`src/rtl/rv32i_types.sv`:
```
// Shared types for the rv32i pipeline: the skid-stage state encoding and the
// inter-stage payload records that are flattened onto the stage WIDTH.
package rv32i_types;

  typedef enum logic [1:0] {
    EMPTY = 2'd0,
    BUSY  = 2'd1,
    FULL  = 2'd2
  } pipe_skid_state_t;

  typedef struct packed {
    logic [31:0] pc;
    logic [31:0] instr;
  } if_id_t;

  typedef struct packed {
    logic [31:0] pc;
    logic [31:0] rs1_val;
    logic [31:0] rs2_val;
    logic [31:0] imm;
    logic [4:0]  rd;
    logic [3:0]  alu_op;
  } id_ex_t;

  typedef struct packed {
    logic [31:0] alu_res;
    logic [31:0] store_val;
    logic [4:0]  rd;
    logic        mem_rd;
    logic        mem_wr;
  } ex_mem_t;

  typedef struct packed {
    logic [31:0] wb_val;
    logic [4:0]  rd;
    logic        wb_en;
  } mem_wb_t;

endpackage

```
`src/rtl/pipe_skid_stage.sv`:
```
// Two-entry skid-buffered pipeline register with flush and a saturating stall counter.
// in_ready is registered, so upstream never sees a combinational path from out_ready.
module pipe_skid_stage
  import rv32i_types::*;
#(
  parameter int unsigned WIDTH = 32,
  parameter int unsigned CNT_W = 16
) (
  input  logic             clk,
  input  logic             rst,
  input  logic             flush,
  input  logic             in_valid,
  output logic             in_ready,
  input  logic [WIDTH-1:0] in_data,
  output logic             out_valid,
  input  logic             out_ready,
  output logic [WIDTH-1:0] out_data,
  output logic [1:0]       occupancy,
  output logic [CNT_W-1:0] stall_cnt
);

  localparam logic [CNT_W-1:0] CntMax = '1;
  localparam logic [CNT_W-1:0] CntOne = {{(CNT_W-1){1'b0}}, 1'b1};

  pipe_skid_state_t state_q;
  logic [WIDTH-1:0] main_q;
  logic [WIDTH-1:0] skid_q;
  logic             in_ready_q;
  logic [CNT_W-1:0] stall_cnt_q;
  logic             in_fire;
  logic             out_fire;

  assign in_ready  = in_ready_q;
  assign out_valid = (state_q != EMPTY);
  assign out_data  = main_q;
  assign stall_cnt = stall_cnt_q;
  assign in_fire   = in_valid & in_ready_q;
  assign out_fire  = out_valid & out_ready;

  always_comb begin
    occupancy = 2'd0;
    case (state_q)
      BUSY:    occupancy = 2'd1;
      FULL:    occupancy = 2'd2;
      default: occupancy = 2'd0;
    endcase
  end

  always_ff @(posedge clk) begin
    if (rst) begin
      state_q     <= EMPTY;
      main_q      <= '0;
      skid_q      <= '0;
      in_ready_q  <= 1'b1;
      stall_cnt_q <= '0;
    end else begin
      // Counts every stalled cycle, flush cycles included; only rst clears it.
      if (out_valid && !out_ready && stall_cnt_q != CntMax) begin
        stall_cnt_q <= stall_cnt_q + CntOne;
      end
      if (flush) begin
        state_q    <= EMPTY;
        in_ready_q <= 1'b1;
      end else begin
        case (state_q)
          EMPTY: begin
            if (in_fire) begin
              main_q  <= in_data;
              state_q <= BUSY;
            end
          end
          BUSY: begin
            if (in_fire && out_fire) begin
              main_q <= in_data;
            end else if (in_fire) begin
              skid_q     <= in_data;
              state_q    <= FULL;
              in_ready_q <= 1'b0;
            end else if (out_fire) begin
              state_q <= EMPTY;
            end
          end
          FULL: begin
            if (out_fire) begin
              main_q     <= skid_q;
              state_q    <= BUSY;
              in_ready_q <= 1'b1;
            end
          end
          default: begin
            state_q    <= EMPTY;
            in_ready_q <= 1'b1;
          end
        endcase
      end
    end
  end

endmodule
```
`config.mk`:
```
export PLATFORM = sky130hd
export DESIGN_NAME = pipe_skid_stage
export DESIGN_NICKNAME = d
export VERILOG_FILES = /design/src/rtl/rv32i_types.sv /design/src/rtl/pipe_skid_stage.sv
export SDC_FILE = /design/constraint.sdc
export NUM_CORES = 1
export LEC_CHECK = 0
export ABC_AREA = 1
export BUFFER_PORTS_ARGS = -buffer_cell sky130_fd_sc_hd__buf_4
export CAP_MARGIN = 20
export CORE_MARGIN = 2
export CORE_UTILIZATION = 45
export CTS_BUF_LIST = sky130_fd_sc_hd__clkbuf_2
export CTS_CLUSTER_DIAMETER = 40
export CTS_CLUSTER_SIZE = 20
export DETAILED_ROUTE_END_ITERATION = 6
export MAX_ROUTING_LAYER = met4
export PLACE_DENSITY = 0.69
export SLEW_MARGIN = 15
export SYNTH_ARGS = -nofsm -noshare
export SYNTH_HDL_FRONTEND = slang
export SYNTH_SLANG_ARGS = --single-unit
```
`constraint.sdc`:
```
create_clock -name clk -period 2.76 [get_ports clk]
set_input_delay 0.276 -clock clk [delete_from_list [all_inputs] [get_ports clk]]
set_output_delay 0.276 -clock clk [all_outputs]
set_load 0.01 [all_outputs]
```
Word level (Yosys, flattened, before mapping)

Cells that the tools add are included.

Bits of input ports: 37
Logic and storage cells: 47
Bits in registers: 83
Output and inout port bits: 52

Equal/unequal tests: 9
Add/subtract/negate cells: 1
Bitwise operators: 5
Reductions and logical operators: 12
Muxes and demuxes: 15

Operators with widths:

| kind                    | number |
|---|---|
| $mux W32                | 3 |
| $pmux W32 S3            | 1 |
| $add A16 B1 Y16 const B | 1 |
| $ne A16 B16 Y1 const B  | 1 |
| $reduce_and A4 Y1       | 3 |
| $mux W2                 | 5 |
| $ne A2 B2 Y1 const B    | 5 |
| $pmux W2 S3             | 1 |
| $reduce_and A5 Y1       | 1 |
| $pmux W2 S2             | 1 |
| $logic_and A1 B1 Y1     | 3 |
| $mux W1                 | 3 |
| $ne A3 B3 Y1 const B    | 1 |
| $not A1 Y1              | 3 |
| $pmux W1 S3             | 1 |
| $reduce_bool A3 Y1      | 1 |
| $and A1 B1 Y1           | 2 |
| $eq A2 B1 Y1 const B    | 1 |
| $eq A2 B2 Y1 const B    | 1 |
| $logic_not A2 Y1        | 1 |
| $reduce_bool A2 Y1      | 1 |
| $reduce_or A2 Y1        | 1 |
| $logic_not A1 Y1        | 1 |

Longest topological paths before layout

Word-level depth: 6
Mapped depth: 9
Gate-level depth less buffers: 9

Worst setup path after synthesis

OpenSTA, ideal clock, no wires.

Path type: reg2reg
Start point: register stall_cnt_q[0] (netlist: stall_cnt[0])
End point: register stall_cnt_q[10] (netlist: stall_cnt[10])
Setup slack: 1.237 ns
Period minus slack after synthesis: 1.523 ns
Setup time: 0.132 ns
Path buffers: 1
Cell stages (with the launch flop): 10
Data required time: 2.628 ns
Arrival: 1.390 ns
Path through: dfxtp_1 ha_1 inv_1 nor2_1 nand2_1 nor2_1 nor2_4 buf_4 nand2_1 a21oi_1

Cells in the longest elaborated chain, start to end: 2
Elaborated cells on any way between the ends: 3
Classes of those cells: 1 x add/sub; 1 x eq/ne; 1 x reduce/logical

Ends and longest elaborated chain:

| element                                                                 | RTL line              | source |
|---|---|---|
| start: declaration                                                      | pipe_skid_stage.sv:29 | `logic [CNT_W-1:0] stall_cnt_q;` |
| start signal: assignment                                                | pipe_skid_stage.sv:59 | `stall_cnt_q <= stall_cnt_q + CntOne;` |
| parallel branches: the longest is 2 deep, another holds $add A16 B1 Y16 | -                     |  |

Several ways; the timed one is not identified.
A chain may end at the register's enable or synchronous reset.

Worst setup path in the final report

Start point: register state_q[1]
End point: register main_q[18] (netlist: out_data[18])

Cells in the longest elaborated chain, start to end: 5
Elaborated cells on any way between the ends: 12
Classes of those cells: 5 x eq/ne; 1 x mux; 1 x bitwise; 5 x reduce/logical

Ends and longest elaborated chain:

| element                            | RTL line              | source |
|---|---|---|
| start: declaration                 | pipe_skid_stage.sv:25 | `pipe_skid_state_t state_q;` |
| start signal: assignment           | pipe_skid_stage.sv:51 | `state_q <= EMPTY;` |
| start signal: assignment           | pipe_skid_stage.sv:62 | `state_q <= EMPTY;` |
| start signal: assignment           | pipe_skid_stage.sv:69 | `state_q <= BUSY;` |
| $reduce_bool A2 Y1                 | pipe_skid_stage.sv:34 | `assign out_valid = (state_q != EMPTY);` |
| $and A1 B1 Y1                      | pipe_skid_stage.sv:38 | `assign out_fire = out_valid & out_ready;` |
| $logic_and A1 B1 Y1                | pipe_skid_stage.sv:73 | `if (in_fire && out_fire) begin` |
| $ne A2 B2 Y1 (no source line)      | -                     |  |
| $reduce_and A5 Y1 (no source line) | -                     |  |
| end signal: assignment             | pipe_skid_stage.sv:68 | `main_q <= in_data;` |
| end signal: assignment             | pipe_skid_stage.sv:74 | `main_q <= in_data;` |
| end signal: assignment             | pipe_skid_stage.sv:85 | `main_q <= skid_q;` |
| end: declaration                   | pipe_skid_stage.sv:26 | `logic [WIDTH-1:0] main_q;` |

Parallel ways exist; a longest one is shown, timed or not.

==> run metrics <==
total clock buffers created by CTS=9; synthesized netlist net count=560; setup repair after global routing missed its margin=false; number of failing setup endpoints in the final timing report=0; global placer's final weighted congestion=approximately 0.78; switching fraction of total power=28.00%; initial core utilization=45.61%; via density per instance=between 4 and 5; worst supply voltage drop on vdd=about 0.00024 V; Mapped Area=between 0.003 and 0.004 sq mm; transition time at the pin with the least slew margin=about 0.81 ns; Logic pwr share=around 14%; count of nets after finishing=roughly 650; setup ws final=between 0.7 and 0.8 ns; Vert. Die Dim=approximately 95 um; root buffer cell=sky130_fd_sc_hd__clkbuf_2; overall die width=94.57 um; start point of the worst hold path=in_data[6]; crit path time final=1.964 ns; via total after detailed routing=around 3500; average detailed-routed wire length per instance=11.35 um; synthesized netlist cell count=between 500 and 600; sequential fraction of the synthesis area=45.02%; top cells by area in the synthesized netlist=sky130_fd_sc_hd__dfxtp_1 (45%), sky130_fd_sc_hd__o21ai_1 (13%), sky130_fd_sc_hd__a21oi_1 (11%); FMAX=509.1 MHz; Reg2Reg Setup Slack=between 0.7 and 0.8 ns; Crit path required time=roughly 3.2 ns; worst hold stages=3; core region area=between 0.008 and 0.009 sq mm; Reg power frac=60.8%; number of core rows=33; clock transition at the registers of the reported paths=about 0.22 ns; number of buffer cells added on primary ports=between 80 and 90; drt first pass iters=4; fraction of final layout cells sized beyond drive strength 1=just under 20%; syn_area_per_cell=~7.1 sq um; final wirelength=8160 um; fin cells=719; result of the run=finished, final reports clean; reported max-cap violation count=0; Slew Limit Headroom=a little under half; total count of hold-check failures in the final report=0; count of placed standard cells including taps=690; cell type contributing the most total cell area after synthesis=sky130_fd_sc_hd__dfxtp_1; post-placement worst setup slack=~0.8 ns; remaining antenna violation count after routing=0; IO Pins=about 90; share of the synthesized area in the top cell type=a little under half; H-tree Lvls=3; Hold WC Path Type=in -> reg; half-perimeter wire length after detailed placement=around 5400 um; Reg-to-Reg End=out_data[18]; total of flip-flops plus latches after synthesis=83; Worst-Skew Late Latency=0.50 ns; TritonCTS sink count=a little over 80; via count of the first global-routing pass=around 3000; Power Internal=around 0.0015 W; number of antenna violations at the first check in global routing=0; switching component of the power=between 0.0005 and 0.0006 W; kind of start point of the critical path=flop; kind of end point of the critical path=flop; data arrival time at the worst-slack endpoint=2.36 ns; count of antenna diodes in the layout=0; Clk pwr share=between 20 and 30%; aggregate global routing overflow=0; max-slew violation count=0; maximum fanout along the worst path=36; Setup Skew=0.02456 ns; area enclosed by the die boundary=~0.0089 sq mm; post_cts resized=0; warning count from the yosys run=0; drt initial violations=between 150 and 200; GRT Overall Usage=roughly a fifth; maximum number of pins on one net before global-route repair=66; count of cells along the worst register-to-register path=8; clock tree from TritonCTS=yes; Layout area overhead=24.54%; DRC violation count after routing=0; worst flop-to-flop path startpoint=state_q[1]; maximum buffer depth of the clock tree=2; highest-count cells in the layout ignoring fill and taps=sky130_fd_sc_hd__o21ai_1 (99), sky130_fd_sc_hd__buf_4 (91), sky130_fd_sc_hd__nand2_1 (88); total power of the final layout=about 0.0021 W; ratio of total power to cell area=approximately 450 mW/mm^2; number of different library cells in the post-synthesis netlist=25; fin crit share=between 70 and 80%; wire length of the first global-routing pass=around 13000 um; Setup TNS=0 ns; startpoint-to-endpoint class of the critical path=reg -> reg; destination of the worst hold path=skid_q[6]; static power due to leakage=1.910 nW; most frequent standard cell in the layout excluding fill and tap cells=sky130_fd_sc_hd__o21ai_1
synthesized netlist by cell type (all sizes together):
master,instances
o211ai,1
nor2,30
inv,84
xnor2,3
xor2,3
buf,14
dfxtp,83
nand2,88
o31ai,1
ha,1
clkbuf,15
a21oi,79
nand3,11
o21ai,102
nand4,7
cell type report:
cell class                      instances  area (sq um)
Fill cell                             792          3496
Sequential cell                        83          1662
Multi-Input combinational cell        326          1565
Timing Repair Buffer                  105         833.3
Inverter                               84         315.3
Tap cell                              105         131.4
Clock buffer                            9         45.04
Clock inverter                          7         45.04
worst max-delay path by stage:
stage               slack [ns]             to  cells past startpoint          from
global route              0.61   stall_cnt[5]                      7  stall_cnt[0]
detailed placement        0.81   out_data[13]                      8    state_q[1]
finish                    0.80   out_data[18]                      8    state_q[1]
global placement          0.90   stall_cnt[9]                      7  stall_cnt[0]
CTS                       0.80   stall_cnt[5]                      7  stall_cnt[0]
floorplan                 1.24  stall_cnt[10]                      9  stall_cnt[0]
registers in the layout, summed over array words and instances (netlist names):
| register | flops |
|---|---|
| stall_cnt | 16 |
| in_ready | 1 |
| skid_q | 32 |
| state_q | 2 |
| out_data | 32 |
per-layer routing:
layer  share of wire [%]  vias to the layer above  wire [um]  global-route usage, %
li1                    -                     1866          -                      -
met4                 1.6                        0        133                  8.213
met3                 5.3                       12        433                  3.831
met2                  46                       75       3787                  30.77
met1                  47                     1556       3804                  23.38
met5                   0                        -          0                      -
kinds of logic (layout without fill, tap and decap cells):
logic type / count (synthesis) / count (layout) / synth area share, %
XOR/XNOR: 6 / 6 / 1.424
flip-flops: 83 / 83 / 45.02
adder cells (fa/ha/maj): 1 / 1 / 0.3389
AO/OA/AOI/OAI: 183 / 183 / 25.05
AND/OR/NAND/NOR: 136 / 136 / 15.59
buffers and inverters: 113 / 205 / 12.58
metrics by stage:
step                hold WS [ns]  instance area [sq um]  util, %
finish                   0.04385                   4597    56.80
global route            0.003795                   4597    56.80
CTS                    0.0006931                   4587    56.68
detailed placement        0.4387                   4377    54.08
global placement          0.4376                   4377    54.08
floorplan                 0.4220                   3691        -
power by group through the flow:
stage | Combinational [W] | Clock [W] | Sequential [W]
final | 0.000296 | 0.000522 | 0.00127
after floorplan | 0.000135 | 0 | 0.00131
after CTS | 0.000297 | 0.000548 | 0.00127
after global routing | 0.000332 | 0.000599 | 0.00128
after detailed placement | 0.000283 | 0 | 0.00130
after global placement | 0.000276 | 0 | 0.00130
critical path, stage by stage, from the launching register on:
cell,delay [ns]
sky130_fd_sc_hd__dfxtp_1,0.52
sky130_fd_sc_hd__inv_2,0.09
sky130_fd_sc_hd__nor2_4,0.12
sky130_fd_sc_hd__inv_2,0.05
sky130_fd_sc_hd__o21ai_2,0.05
sky130_fd_sc_hd__nand3_2,0.46
sky130_fd_sc_hd__buf_12,0.38
sky130_fd_sc_hd__o21ai_1,0.14
sky130_fd_sc_hd__a21oi_1,0.05
repair_timing:
action | 4_1_cts | 5_1_grt
hold endpoints to repair | 22 | 1
hold buffers | 12 | 1
setup buffers | 0 | 0
(Power assumes the default switching activity.)
